==> src/rtl/imem_loader.sv <==
// imem_loader: parses a framed byte stream (length, little-endian payload, XOR checksum) into 32-bit instruction-memory writes and holds the core in reset until a verified image is in place.
// Latency: o_wen pulses one cycle after a word's 4th byte is accepted; o_done/o_err assert one cycle after the deciding byte is accepted.
// Backpressure: never stalls inside a load (o_s_ready high through every write), so the memory must absorb one write every 4 cycles.
module imem_loader #(
    parameter int MAX_WORDS = 1024,
    parameter int ADDR_W = 10,
    localparam int IM_DATA_BYTES = 4
) (
    input  logic                     clk,
    input  logic                     rst,
    input  logic                     i_start,
    input  logic [7:0]               i_s_data,
    input  logic                     i_s_valid,
    output logic                     o_s_ready,
    output logic [IM_DATA_BYTES-1:0] o_wen,
    output logic [31:0]              o_wdata,
    output logic [ADDR_W-1:0]        o_waddr,
    output logic                     o_core_rst_n,
    output logic                     o_busy,
    output logic                     o_done,
    output logic                     o_err
);

    // Largest legal word count, widened one bit so a 16-bit header compares cleanly.
    localparam logic [16:0]     MAX_N   = 17'(MAX_WORDS);
    localparam logic [ADDR_W:0] CNT_ONE = (ADDR_W + 1)'(1);

    typedef enum logic [2:0] {
        S_IDLE,
        S_LEN_LO,
        S_LEN_HI,
        S_DATA,
        S_CSUM,
        S_DONE,
        S_ERROR
    } state_t;

    state_t          state_q;
    state_t          state_d;

    // Datapath state. Counters carry one extra bit so N == 2^ADDR_W never wraps.
    logic [7:0]      len_lo_q;
    logic [ADDR_W:0] len_q;
    logic [ADDR_W:0] word_cnt_q;
    logic [1:0]      byte_cnt_q;
    logic [31:0]     asm_q;
    logic [7:0]      csum_q;

    // Decoded per-cycle strobes.
    logic            accept;
    logic            lo_acc;
    logic            hi_acc;
    logic            data_acc;
    logic            csum_acc;
    logic            wr_fire;
    logic            last_word;
    logic            len_bad;
    logic            clr;
    logic [15:0]     len_n;

    // States in which the loader is mid-frame and takes bytes.
    function automatic logic loading(input state_t s);
        return (s == S_LEN_LO) || (s == S_LEN_HI) || (s == S_DATA) || (s == S_CSUM);
    endfunction

    // Byte-accept strobes; i_start outranks any byte presented in the same cycle.
    always_comb begin
        accept    = i_s_valid && loading(state_q) && !i_start;
        lo_acc    = accept && (state_q == S_LEN_LO);
        hi_acc    = accept && (state_q == S_LEN_HI);
        data_acc  = accept && (state_q == S_DATA);
        csum_acc  = accept && (state_q == S_CSUM);
        len_n     = {i_s_data, len_lo_q};
        len_bad   = (len_n == 16'd0) || ({1'b0, len_n} > MAX_N);
        last_word = ((word_cnt_q + CNT_ONE) == len_q);
        wr_fire   = data_acc && (byte_cnt_q == 2'd3);
    end

    // Next-state logic; clr wipes the partial word, counters and checksum.
    always_comb begin
        state_d = state_q;
        clr     = 1'b0;
        if (i_start) begin
            state_d = S_LEN_LO;
            clr     = 1'b1;
        end else begin
            case (state_q)
                S_LEN_LO: begin
                    if (lo_acc) begin
                        state_d = S_LEN_HI;
                    end
                end
                S_LEN_HI: begin
                    if (hi_acc) begin
                        if (len_bad) begin
                            state_d = S_ERROR;
                        end else begin
                            state_d = S_DATA;
                            clr     = 1'b1;
                        end
                    end
                end
                S_DATA: begin
                    if (wr_fire && last_word) begin
                        state_d = S_CSUM;
                    end
                end
                S_CSUM: begin
                    if (csum_acc) begin
                        state_d = (i_s_data == csum_q) ? S_DONE : S_ERROR;
                    end
                end
                default: begin
                    state_d = state_q;
                end
            endcase
        end
    end

    // State register.
    always_ff @(posedge clk or posedge rst) begin
        if (rst) begin
            state_q <= S_IDLE;
        end else begin
            state_q <= state_d;
        end
    end

    // Status outputs registered from the next state so they line up with the state they describe.
    always_ff @(posedge clk or posedge rst) begin
        if (rst) begin
            o_s_ready    <= 1'b0;
            o_busy       <= 1'b0;
            o_done       <= 1'b0;
            o_err        <= 1'b0;
            o_core_rst_n <= 1'b0;
        end else begin
            o_s_ready    <= loading(state_d);
            o_busy       <= loading(state_d);
            o_done       <= (state_d == S_DONE);
            o_err        <= (state_d == S_ERROR);
            o_core_rst_n <= (state_d == S_DONE);
        end
    end

    // Write port: one-cycle full-word strobe; data and address hold between writes.
    always_ff @(posedge clk or posedge rst) begin
        if (rst) begin
            o_wen   <= '0;
            o_wdata <= '0;
            o_waddr <= '0;
        end else begin
            o_wen <= wr_fire ? '1 : '0;
            if (wr_fire) begin
                o_wdata <= {i_s_data, asm_q[23:0]};
                o_waddr <= word_cnt_q[ADDR_W-1:0];
            end
        end
    end

    // Header capture: low length byte, then the validated word count.
    always_ff @(posedge clk or posedge rst) begin
        if (rst) begin
            len_lo_q <= '0;
            len_q    <= '0;
        end else begin
            if (lo_acc) begin
                len_lo_q <= i_s_data;
            end
            if (hi_acc && !len_bad) begin
                len_q <= len_n[ADDR_W:0];
            end
        end
    end

    // Word assembly, running checksum and word index; idle cycles leave them untouched.
    always_ff @(posedge clk or posedge rst) begin
        if (rst) begin
            asm_q      <= '0;
            csum_q     <= '0;
            byte_cnt_q <= '0;
            word_cnt_q <= '0;
        end else if (clr) begin
            asm_q      <= '0;
            csum_q     <= '0;
            byte_cnt_q <= '0;
            word_cnt_q <= '0;
        end else if (data_acc) begin
            asm_q[8*byte_cnt_q +: 8] <= i_s_data;
            csum_q                   <= csum_q ^ i_s_data;
            byte_cnt_q               <= byte_cnt_q + 2'd1;
            if (byte_cnt_q == 2'd3) begin
                word_cnt_q <= word_cnt_q + CNT_ONE;
            end
        end
    end

endmodule

==> config.mk <==
export PLATFORM = sky130hd
export DESIGN_NAME = imem_loader
export DESIGN_NICKNAME = d
export VERILOG_FILES = /design/src/rtl/imem_loader.sv
export SDC_FILE = /design/constraint.sdc
export NUM_CORES = 1
export LEC_CHECK = 0
export CAP_MARGIN = 0
export CORE_MARGIN = 2
export CORE_UTILIZATION = 40
export DETAILED_ROUTE_END_ITERATION = 16
export PLACE_DENSITY = 0.71
export SETUP_SLACK_MARGIN = 0.1
export SLEW_MARGIN = 20
export SYNTH_ARGS = -nofsm -noshare
export SYNTH_HDL_FRONTEND = slang
export SYNTH_SLANG_ARGS = --single-unit
==> constraint.sdc <==
create_clock -name clk -period 3.55 [get_ports clk]
set_input_delay 0.71 -clock clk [delete_from_list [all_inputs] [get_ports clk]]
set_output_delay 0.71 -clock clk [all_outputs]
set_load 0.1 [all_outputs]
==> run summary, run 1 <==
In this run the mean area of a mapped cell was 9.62 sq um. The share of flip-flops with an asynchronous set or reset is 100%. In this run, post-CTS hold repair placed 0 buffers. The final layout contains 612 nets. Once routing completed, OpenROAD measured the worst setup slack at 0.465 ns. In this run the worst setup path terminates at o_busy$_DFF_PP0_. Worst relative slew slack: 34.3%. IR analysis of the VDD net gives a maximum drop of 0.343 mV. The flow ran to the end, and the final reports show no timing, DRC or antenna violations. The average via count per standard cell came out at 5.11.

After synthesis, flip-flops and latches occupy 55.0% of the total area. The first global-routing pass estimated 19,300 microns of wire. The fraction of the cycle the final worst path needs was 86.9%; the register bit total from synthesis was 113. The number of antenna violations at the first check in global routing is 0. The count of pins over their slew limit is 0, and the area of the mapped netlist is 5140 sq um. The starting utilization of the core area is 40.9%, and the count of maximum capacitance violations is 0. The total overflow left after global routing is 0. The row count was 41; the maximum level of the CTS H-tree was 4. The critical path in this run is classified as reg -> reg. Buffers added to address setup during post-CTS repair amount to 0. The commonest cells after synthesis are 166 x sky130_fd_sc_hd__nand2_1, 113 x sky130_fd_sc_hd__dfrtp_1, 36 x sky130_fd_sc_hd__nor2_1, 27 x sky130_fd_sc_hd__xor2_1, 25 x sky130_fd_sc_hd__nand3_1. The logs give 0 ns for the aggregate negative setup slack and 7810 microns for the placed wire-length estimate after detailed placement. For this design the static power due to leakage is 3.06 nW. Sorting the synthesized cells by area gives the leading types as sky130_fd_sc_hd__dfrtp_1 55%, sky130_fd_sc_hd__nand2_1 12%, sky130_fd_sc_hd__xor2_1 4.6%. In this run, synthesis inferred 0 flip-flops with an integrated enable. The mean routed wirelength per cell is 15.1 microns. Setup repair after global routing left no endpoint under its margin. The count of nets left with antenna violations once routing finished came out at 0.

Wires add up to 11,700 microns. The most used flip-flop cell after synthesis is sky130_fd_sc_hd__dfrtp_1. The run gives 17 as the clock buffer count from CTS. The area of the core was 12,600 sq um. The die span in x is 117 microns. The logs give 3.88 ns for the data required time at the worst endpoint and 4 for the number of iterations in the first detailed-routing pass. The largest area contributor in the synthesized netlist is sky130_fd_sc_hd__dfrtp_1. The total global routing track utilization is 17.7%, and the maximum net fanout on the critical path is 7. Via total after detailed routing: 3,976. The floorplan step defined a die boundary enclosing 13,800 sq um.

Clock-pin slew was measured on the worst setup and hold paths at 0.05 ns. During I/O placement, the number of pins put on the boundary was 63. In this run the worst setup path begins at word_cnt_q[0]$_DFFE_PP0P_.

The logs give 0 for the number of DRC violations after detailed routing and 0 for the setup violation total in the final timing report. The total power divided by cell area came out at 498 nW/um^2. For the total count of hold-check failures in the final report, the log shows 0. STA classifies the critical path startpoint as a flop. In this run the deepest clock path goes through 2 buffers. The tightest min-delay check is of the reg -> reg type.

Timing would allow up to 324 MHz. The global placer's final weighted congestion was 0.819. Counting distinct cell types in the post-synthesis netlist gives 49.

Via count of the first global-routing pass: 3,785. The worst register-to-register path begins at word_cnt_q[0]$_DFFE_PP0P_. For the pin with the worst max-slew slack, the measured transition is 0.982 ns. From synthesis to final layout, the design area changed by 26.1%.

In this run, post-CTS repair resized a total of 0 instances. The cell count after synthesis came out at 534. From bottom edge to top edge, the die measures 117 microns. In this run the critical register-to-register path is captured at o_busy$_DFF_PP0_. TritonCTS built the clock tree. The number of clock sinks was 113; the share of final-layout standard cells stronger than drive strength 1 was 11.1%. On the final layout, the worst clock skew is 0.00780 ns. For the worst flop-to-flop path, the logic depth is 8. The warning count from the yosys run was 0. STA puts the critical path data arrival time at 3.42 ns.

The design draws 3.23 mW. The repair_antennas step left the layout with diodes totalling 0. The source-to-sink clock delay at the later pin of the worst-skew pair is 0.41 ns.

Prior to clock tree synthesis, the placed netlist has a worst setup slack of 0.418 ns. Setup slack on the worst reg-to-reg path comes out at 0.46 ns. Port buffering added 62 buffers. STA classifies the critical path endpoint as a flop. The tools report the clock tree root buffer cell as sky130_fd_sc_hd__clkbuf_16. Across all hold checks on the routed design, the worst slack comes to 0.469 ns.

The share of the synthesized area in the top cell type is 55.0%. For the post-synthesis net count, the log shows 552. The largest net degree at the start of global routing is 55, and the minimum period implied by the final worst setup slack is 3.09 ns. The most common cell in the netlist was sky130_fd_sc_hd__nand2_1. In this run, the number of DRC markers left after iteration 0 of detailed routing was 321.
==> metal layers <==
layer	global-route usage, %	part of all wire, %	up-vias
met5	0	0	-
met3	4.67	6.1	20
li1	-	-	1866
met2	26.0	45	141
met1	25.2	47	1949
met4	6.93	1.7	0
==> layout by cell type (no fill, tap or decap), types with 14 or more instances in the layout <==
master	instances
sky130_fd_sc_hd__xor2_1	27
sky130_fd_sc_hd__nand2_1	166
sky130_fd_sc_hd__dfrtp_1	113
sky130_fd_sc_hd__buf_4	14
sky130_fd_sc_hd__xnor2_1	14
sky130_fd_sc_hd__clkdlybuf4s50_1	62
sky130_fd_sc_hd__nor2_1	36
sky130_fd_sc_hd__a21oi_1	22
sky130_fd_sc_hd__mux2_2	17
sky130_fd_sc_hd__nand3_1	25
sky130_fd_sc_hd__clkbuf_16	17
==> logic make-up after synthesis <==
family	share of synthesized area (%)
mux	3.73
xor+xnor	6.99
simple gates	22.3
buf+inv	4.72
flops	55.0
compound gates	5.80
fa+ha+maj	1.46
==> final cells by class <==
type | instances | area (sq um)
fill | 1123 | 6090
sequential | 113 | 2830
multi-input combinational | 375 | 2070
timing repair buffer | 78 | 766
clock buffer | 26 | 489
tap | 172 | 215
clock inverter | 5 | 77.6
inverter | 9 | 37.5
==> how the worst min path moves through the flow <==
stage                            startpoint                      end  slack [ns]  cells past startpoint
CTS                 o_wdata[18]$_DFFE_PP0P_  o_wdata[18]$_DFFE_PP0P_        0.47                      2
global route        o_wdata[20]$_DFFE_PP0P_  o_wdata[20]$_DFFE_PP0P_        0.50                      2
floorplan              asm_q[0]$_DFFE_PP0P_   o_wdata[0]$_DFFE_PP0P_        0.44                      2
global placement      asm_q[19]$_DFFE_PP0P_  o_wdata[19]$_DFFE_PP0P_        0.46                      2
finish               o_waddr[1]$_DFFE_PP0P_   o_waddr[1]$_DFFE_PP0P_        0.47                      2
detailed placement  o_wdata[18]$_DFFE_PP0P_  o_wdata[18]$_DFFE_PP0P_        0.46                      2
==> per-stage QoR <==
step	instances	instance area (sq um)	util [%]
after detailed placement	747	5910	47.0
after global routing	778	6480	51.6
after global placement	747	5910	47.0
final	778	6480	51.6
after floorplan	534	5140	-
after CTS	778	6480	51.6
==> critical path: stages (launching register included) <==
cell                      delay, ns
sky130_fd_sc_hd__dfrtp_1       0.50
sky130_fd_sc_hd__ha_1          0.37
sky130_fd_sc_hd__nand3_1       0.19
sky130_fd_sc_hd__or4_1         0.51
sky130_fd_sc_hd__a32o_1        0.30
sky130_fd_sc_hd__or4_4         0.54
sky130_fd_sc_hd__a211o_1       0.35
sky130_fd_sc_hd__nor2_2        0.10
sky130_fd_sc_hd__xor2_1        0.14
==> power by group <==
group	internal, mW	leakage, nW	total (mW)	switching (mW)
logic	0.0800	1.23	0.228	0.148
registers	1.33	1.55	1.37	0.0355
clock network	1.08	0.274	1.63	0.549
total	2.49	3.06	3.23	0.733
==> registers in the layout, indices dropped and copies added (netlist names) <==
register,cells
o_wdata,32
asm_q,24
len_q,11
word_cnt_q,11
o_waddr,10
csum_q,8
len_lo_q,8
state_q,3
byte_cnt_q,2
o_busy,1
o_done,1
o_err,1
o_wen,1
(Power assumes the default switching activity.)
==> run 2: changes to the inputs <==
--- a/config.mk
+++ b/config.mk
@@ -9,7 +9,7 @@
 export CORE_MARGIN = 2
 export CORE_UTILIZATION = 40
 export DETAILED_ROUTE_END_ITERATION = 16
-export PLACE_DENSITY = 0.71
+export PLACE_DENSITY = 0.61
 export SETUP_SLACK_MARGIN = 0.1
 export SLEW_MARGIN = 20
 export SYNTH_ARGS = -nofsm -noshare
==> run 2 against run 1 <==
Cell area is 0.15% lower. Clock power hardly changed. Register-to-register slack worse by 0.04 ns. Die area stayed put. Critical path depth stayed put. Sequential share of layout area is 0.067 points higher. First-iteration DRC count is 44% lower. Via count is 2.5% lower. Sequential power hardly changed. Total power is 0.43% lower. Cell count is 0.13% higher. Critical endpoint unchanged. Highest routed layer unchanged.
==> run summary, run 2 (same netlist as run 1, synthesis figures left out) <==
The logs give 320 MHz (was 324 MHz) for the peak clock frequency supported by timing and 114 (was 55) for the largest net degree at the start of global routing. The number of clock sinks was 113 (unchanged). The area growth from synthesis to final layout works out to 25.9% (was 26.1%). The core occupancy in the finished layout was 51.5% (was 51.6%); the post-cts gate resize count was 0 (unchanged). The critical path depth came out at 8 (unchanged).

The logs give 0 (unchanged) for the overflow left after global routing and 0 (unchanged) for the number of DRC violations after detailed routing. The logs give 0 (unchanged) for the count of maximum capacitance violations and 0 ns (unchanged) for the aggregate negative setup slack. For the number of iterations in the first detailed-routing pass, the log shows 4 (unchanged). The iteration-0 DRC count of the detailed router is 179 (was 321), and the leakage power figure is 3.06 nW (about the same).

Start point of the worst hold path: asm_q[7]$_DFFE_PP0P_ (was o_waddr[1]$_DFFE_PP0P_). The total count of hold-check failures in the final report was 0 (unchanged). The tools report the nature of the critical path startpoint as a flop (unchanged).

The average via count per standard cell was 4.98 (was 5.11); the data required time at the worst endpoint was 3.88 ns (about the same). The area of the core is 12,600 sq um (unchanged). The tools report the clock tree root buffer cell as sky130_fd_sc_hd__clkbuf_16 (unchanged). The die footprint was 13,800 sq um (unchanged); the number of antenna repair diodes was 0 (unchanged). The number of cells in the design after placement was 747 (unchanged); the fraction of the cycle the final worst path needs was 88.2% (was 86.9%). The run gives 0.827 (was 0.819) as the global placer's final weighted congestion. The hold-critical path depth was 2 (unchanged).

The worst relative slew slack is 34.6% (was 34.3%). The capture instance of the worst register-to-register path is o_busy$_DFF_PP0_ (unchanged). Share of final-layout standard cells stronger than drive strength 1: 12.2% (was 11.1%). The row count is 41 (unchanged), and the global-route wire length before repair is 19,500 microns (was 19,300 microns). The maximum net fanout on the critical path works out to 7 (unchanged).

The minimum period implied by the final worst setup slack works out to 3.13 ns (was 3.09 ns). Arrival time of data at the critical path endpoint: 3.46 ns (was 3.42 ns). The total of buffers placed on input and output ports is 62 (unchanged), and the count of pins over their slew limit is 0 (unchanged). The register with the highest flop count is o_wdata (unchanged).

Series of cell instances along the critical path: ha_1 -> nand3_1 -> or4_1 -> a32o_1 -> or4_4 -> a211o_1 -> nor2_2 -> xor2_1 (unchanged). The run finished with clean final reports. The critical setup path kind is reg -> reg (unchanged).

The routed wire length was 11,800 microns (was 11,700 microns); the source-to-sink clock delay at the later pin of the worst-skew pair was 0.41 ns (about the same). Most frequent cells in the layout: 166 x sky130_fd_sc_hd__nand2_1, 113 x sky130_fd_sc_hd__dfrtp_1, 62 x sky130_fd_sc_hd__clkdlybuf4s50_1 (unchanged). The boundary pin count is 63 (unchanged), and the post-layout instance count excluding filler cells is 779 (was 778). For the maximum level of the CTS H-tree, the log shows 4 (unchanged). The clock buffer count from CTS was 17 (unchanged). Path class of the lowest-slack min-delay path: reg -> reg (unchanged). The layout net count is 612 (unchanged), and the die span in x is 117 microns (unchanged).

The logs give 40.9% (unchanged) for the starting utilization of the core area and 0 (unchanged) for the setup violation total in the final timing report. The most common library cell in the layout ignoring fill and taps is sky130_fd_sc_hd__nand2_1 (unchanged). Maximum buffer depth of the clock tree: 2 (unchanged). The startpoint of the most critical register-to-register path was word_cnt_q[0]$_DFFE_PP0P_ (unchanged). For the hold buffer count at CTS, the log shows 0 (unchanged). Flip-flop count of the largest register, all copies and words added: 32 (unchanged). Highest ir drop seen on vdd: 0.287 mV (was 0.343 mV).

The tools report the endpoint class of the critical path as a flop (unchanged). The die extent in y works out to 117 microns (unchanged). The minimum hold slack is 0.465 ns (was 0.469 ns), and the number of antenna violations at the first check in global routing is 0 (unchanged). The placed wire-length estimate after detailed placement was 7630 microns (was 7810 microns); the via count of the first global-routing pass was 3,884 (was 3,785). The tools report the hold path endpoint as o_wdata[7]$_DFFE_PP0P_ (was o_waddr[1]$_DFFE_PP0P_).

The slowest stage cell on the critical path was sky130_fd_sc_hd__or4_4 (unchanged). The mean routed wirelength per cell works out to 15.1 microns (about the same). The cell family with the largest share of critical-path delay is simple AND/OR/NAND/NOR gates (unchanged).

For the count of nets left with antenna violations after detail routing, the log shows 0 (unchanged). For the setup slack of the worst register-to-register path, the log shows 0.42 ns (was 0.46 ns). Pin slew with the least headroom to its limit: 0.978 ns (was 0.982 ns). The final setup skew came out at 0.00845 ns (was 0.00780 ns). Setup repair after global routing left no endpoint under its margin.

Largest registers: o_wdata x32, asm_q x24 (unchanged). The buffering stage count on the worst path with inverters included was 0 (unchanged). The number of cells on the worst reg-to-reg path was 8 (unchanged); the via total after detailed routing was 3,876 (was 3,976). TritonCTS built the clock tree. The clock transition at the register clock pins on the worst setup and hold paths after CTS was 0.06 ns (was 0.05 ns).

The run gives 17.8% (was 17.7%) as the total global routing track utilization. The post-CTS setup buffer count is 0 (unchanged), and the total power divided by cell area is 496 nW/um^2 (was 498 nW/um^2). The worst stage delay on the critical path is 0.55 ns (was 0.54 ns).
run 2: worst reg2reg max path, cell delays in order, from the launching register on:
cell                      delay (ns)
sky130_fd_sc_hd__dfrtp_1        0.49
sky130_fd_sc_hd__ha_1           0.37
sky130_fd_sc_hd__nand3_1        0.18
sky130_fd_sc_hd__or4_1          0.53
sky130_fd_sc_hd__a32o_1         0.29
sky130_fd_sc_hd__or4_4          0.55
sky130_fd_sc_hd__a211o_1        0.36
sky130_fd_sc_hd__nor2_2         0.11
sky130_fd_sc_hd__xor2_1         0.17
run 2: how the worst max path moves through the flow:
stage                     slack (ns)                       from          endpoint
after floorplan                 0.81                  i_s_valid  o_busy$_DFF_PP0_
after global placement          0.47                    i_start  o_busy$_DFF_PP0_
after detailed placement        0.39                    i_start  o_busy$_DFF_PP0_
after CTS                       0.43  word_cnt_q[0]$_DFFE_PP0P_  o_busy$_DFF_PP0_
after global routing            0.35  word_cnt_q[0]$_DFFE_PP0P_  o_busy$_DFF_PP0_
final                           0.42  word_cnt_q[0]$_DFFE_PP0P_  o_busy$_DFF_PP0_
run 2: final cells by class:
class / count / area [sq um]
inverter: 9 / 37.5
multi-input combinational: 375 / 2070
clock inverter: 14 / 130
clock buffer: 18 / 439
tap: 172 / 215
timing repair buffer: 78 / 753
fill: 1128 / 6100
sequential: 113 / 2830
run 2: per-stage QoR:
| stage | power, mW | worst slack, ns | instance area (sq um) |
|---|---|---|---|
| after floorplan | 1.54 | 0.808 | 5140 |
| after global placement | 1.61 | 0.471 | 5900 |
| after detailed placement | 1.61 | 0.395 | 5900 |
| after CTS | 3.24 | 0.432 | 6470 |
| after global routing | 3.34 | 0.355 | 6470 |
| final | 3.21 | 0.421 | 6470 |
run 2: power by group:
group	leakage [nW]	switching [mW]	internal, mW
registers	1.55	0.0335	1.33
logic	1.23	0.146	0.0778
clock network	0.278	0.635	0.989
run 2: per-layer routing:
| layer | share of wire [%] | wire length, microns | GRT usage (%) |
|---|---|---|---|
| met5 | 0 | 0 | 0 |
| met4 | 2.2 | 260 | 8.36 |
| met3 | 6.0 | 710 | 4.91 |
| met2 | 46 | 5380 | 26.5 |
| met1 | 46 | 5410 | 24.1 |
==> run 3: changes to the inputs <==
--- a/config.mk
+++ b/config.mk
@@ -10,6 +10,7 @@
 export CORE_UTILIZATION = 40
 export DETAILED_ROUTE_END_ITERATION = 16
 export PLACE_DENSITY = 0.61
+export RECOVER_POWER = 25
 export SETUP_SLACK_MARGIN = 0.1
 export SLEW_MARGIN = 20
 export SYNTH_ARGS = -nofsm -noshare
==> run 3 against run 2 <==
The flow now finishes with violations (capacitance limit, slew limit). Setup slack got worse by 0.0054 ns. Combinational power hardly changed. Cell count did not move. Die area unchanged. Hold slack worse by 0.00076 ns. Wire length decreased by 0.26%. Maximum frequency down 0.17%. Sequential share of layout area is 0.085 points higher. Sequential cell count is the same. Utilization down 0.099 points. First-iteration DRC count is 18% higher.
==> run summary, run 3 (same netlist as run 1, synthesis figures left out) <==
The flow ran to the end, but the final reports show violations. The final reports fail on capacitance limit, slew limit. The pin slew with the least headroom to its limit was 1.53 ns (was 0.978 ns); the count of nets left with antenna violations after detail routing was 0 (unchanged).

The data required time at the worst endpoint is 3.88 ns (about the same). The fraction of the cycle the final worst path needs is 88.3% (was 88.2%). The largest net degree at the start of global routing came out at 114 (unchanged). The peak clock frequency supported by timing was 319 MHz (was 320 MHz). Setup slack after layout: 0.415 ns (was 0.421 ns). Maximum level of the CTS H-tree: 4 (unchanged).

The layout net count is 612 (unchanged). The total global routing track utilization is 17.8% (unchanged), and the global placer's final weighted congestion is 0.827 (unchanged). The number of antenna violations at the first check in global routing was 0 (unchanged). Minimum hold slack: 0.465 ns (about the same). The tools report the endpoint class of the critical path as a flop (unchanged). The tools report the arrival time of data at the critical path endpoint as 3.46 ns (about the same). The clock tree root buffer cell is sky130_fd_sc_hd__clkbuf_16 (unchanged). Switching power share of the total: 25.4% (about the same). The count of pins over their slew limit came out at 114 (was 0). The overflow left after global routing is 0 (unchanged), and the die footprint is 13,800 sq um (unchanged).

Setup repair after global routing left no endpoint under its margin. The power share of the combinational group came out at 6.9% (was 7.0%). Most frequent cells in the layout: 166 x sky130_fd_sc_hd__nand2_1, 113 x sky130_fd_sc_hd__dfrtp_1, 61 x sky130_fd_sc_hd__clkdlybuf4s50_1 (was 166 x sky130_fd_sc_hd__nand2_1, 113 x sky130_fd_sc_hd__dfrtp_1, 62 x sky130_fd_sc_hd__clkdlybuf4s50_1). Highest ir drop seen on vdd: 0.287 mV (about the same). The die extent in y came out at 117 microns (unchanged). The tools report the area taken by flip-flops and latches as 2830 sq um (unchanged). Number of antenna repair diodes: 0 (unchanged). The placed wire-length estimate after detailed placement was 7630 microns (unchanged); the total power divided by cell area was 497 nW/um^2 (was 496 nW/um^2). The run gives 0.395 ns (unchanged) as the post-placement setup slack. The run gives 12,600 sq um (unchanged) as the area of the core. Final setup skew: 0.00784 ns (was 0.00845 ns).

The minimum period implied by the final worst setup slack is 3.13 ns (about the same), and the clock transition at the register clock pins on the worst setup and hold paths after CTS is 0.06 ns (about the same). The run gives 42.5% (about the same) as the fraction of power consumed by sequential logic. Maximum buffer depth of the clock tree: 2 (unchanged). The fraction of power consumed by the clock network is 50.6% (about the same).

The leakage power figure was 3.05 nW (was 3.06 nW); the flip-flop count of the largest register, all copies and words added was 32 (unchanged). The logs give 40.9% (unchanged) for the starting utilization of the core area and 0 (unchanged) for the hold buffer count at CTS. Nature of the critical path startpoint: a flop (unchanged). The tools report the number of inserted filler cells in the final layout as 1,130 (was 1,128). Critical setup path kind: reg -> reg (unchanged).

The iteration-0 DRC count of the detailed router was 212 (was 179); the boundary pin count was 63 (unchanged). The tools report the number of clock sinks as 113 (unchanged). The switching power summed over all nets was 0.814 mW (was 0.815 mW); the average via count per standard cell was 4.98 (about the same). The via count of the first global-routing pass is 3,884 (unchanged), and the total of buffers placed on input and output ports is 62 (unchanged). The via total after detailed routing was 3,879 (was 3,876). The run gives -2.27% (was 34.6%) as the worst relative slew slack. Path class of the lowest-slack min-delay path: reg -> reg (unchanged).

For the source-to-sink clock delay at the later pin of the worst-skew pair, the log shows 0.41 ns (about the same). The row count came out at 41 (unchanged). For the count of maximum capacitance violations, the log shows 1 (was 0).

The number of iterations in the first detailed-routing pass is 4 (unchanged), and the internal power is 2.40 mW (about the same). The register with the highest flop count was o_wdata (unchanged). For the post-CTS setup buffer count, the log shows 0 (unchanged).

Largest registers: o_wdata x32, asm_q x24 (unchanged). The die span in x was 117 microns (unchanged); the multi-input gate area in the final layout was 2070 sq um (unchanged). For the global-route wire length before repair, the log shows 19,500 microns (unchanged). Total count of hold-check failures in the final report: 0 (unchanged). The aggregate negative setup slack was 0 ns (unchanged); the post-cts gate resize count was 0 (unchanged).

The area growth from synthesis to final layout came out at 25.7% (was 25.9%). The maximum net fanout on the critical path works out to 7 (unchanged). The most common library cell in the layout ignoring fill and taps is sky130_fd_sc_hd__nand2_1 (unchanged). The run gives 0 (unchanged) as the number of DRC violations after detailed routing. The share of final-layout standard cells stronger than drive strength 1 is 12.2% (unchanged), and the core occupancy in the finished layout is 51.4% (was 51.5%). TritonCTS built the clock tree. The setup violation total in the final timing report was 0 (unchanged). The mean routed wirelength per cell was 15.1 microns (about the same); the routed wire length was 11,700 microns (was 11,800 microns). The clock buffer count from CTS was 17 (unchanged).
-- run 3: cell count changes in the layout (fill, tap and decap cells not counted) --
cell                              before  now
sky130_fd_sc_hd__buf_12                1    0
sky130_fd_sc_hd__clkbuf_4              0    1
sky130_fd_sc_hd__clkdlybuf4s50_1      62   61
sky130_fd_sc_hd__dlygate4sd3_1         0    1
-- run 3: routing by layer --
layer | track usage [%] | vias to the layer above | part of all wire [%]
met3 | 4.91 | 23 | 5.8
met4 | 8.36 | 0 | 2.6
met1 | 24.1 | 1880 | 46
li1 | - | 1866 | -
met2 | 26.5 | 110 | 46
met5 | 0 | - | 0
-- run 3: path summary, 6_finish.rpt --
check | start | slack, ns | to | depth (start not counted)
max | word_cnt_q[0]$_DFFE_PP0P_ | 0.42 | o_busy$_DFF_PP0_ | 8
min | asm_q[7]$_DFFE_PP0P_ | 0.46 | o_wdata[7]$_DFFE_PP0P_ | 2
max reg2reg | word_cnt_q[0]$_DFFE_PP0P_ | 0.42 | o_busy$_DFF_PP0_ | 8
min reg2reg | asm_q[7]$_DFFE_PP0P_ | 0.46 | o_wdata[7]$_DFFE_PP0P_ | 2
max in group asynchronous | rst | 1.23 | o_busy$_DFF_PP0_ | 3
min in group asynchronous | rst | 1.32 | word_cnt_q[8]$_DFFE_PP0P_ | 3
-- run 3: metrics by stage --
stage	power (mW)	std cells	instance area (sq um)
finish	3.21	779	6460
global route	3.33	779	6460
CTS	3.24	779	6470
detailed placement	1.61	747	5900
global placement	1.61	747	5900
floorplan	1.54	534	5140
-- run 3: worst max-delay path, stage by stage (launching register included) --
cell,delay [ns]
sky130_fd_sc_hd__dfrtp_1,0.49
sky130_fd_sc_hd__ha_1,0.37
sky130_fd_sc_hd__nand3_1,0.18
sky130_fd_sc_hd__or4_1,0.53
sky130_fd_sc_hd__a32o_1,0.29
sky130_fd_sc_hd__or4_4,0.55
sky130_fd_sc_hd__a211o_1,0.36
sky130_fd_sc_hd__nor2_2,0.11
sky130_fd_sc_hd__xor2_1,0.17
-- run 3: area by class of cell --
class                      instances  share of cell area [%]
inverter                           9                   0.581
timing repair buffer              78                    11.5
clock inverter                    14                    2.02
sequential                       113                    43.8
tap                              172                    3.33
clock buffer                      18                    6.80
multi-input combinational        375                    32.0
-- run 3: power groups by stage --
stage	clock network, mW	logic [mW]	registers [mW]
after global placement	0	0.222	1.39
after CTS	1.65	0.227	1.36
final	1.62	0.221	1.36
after floorplan	0	0.141	1.40
after detailed placement	0	0.226	1.39
after global routing	1.72	0.241	1.37
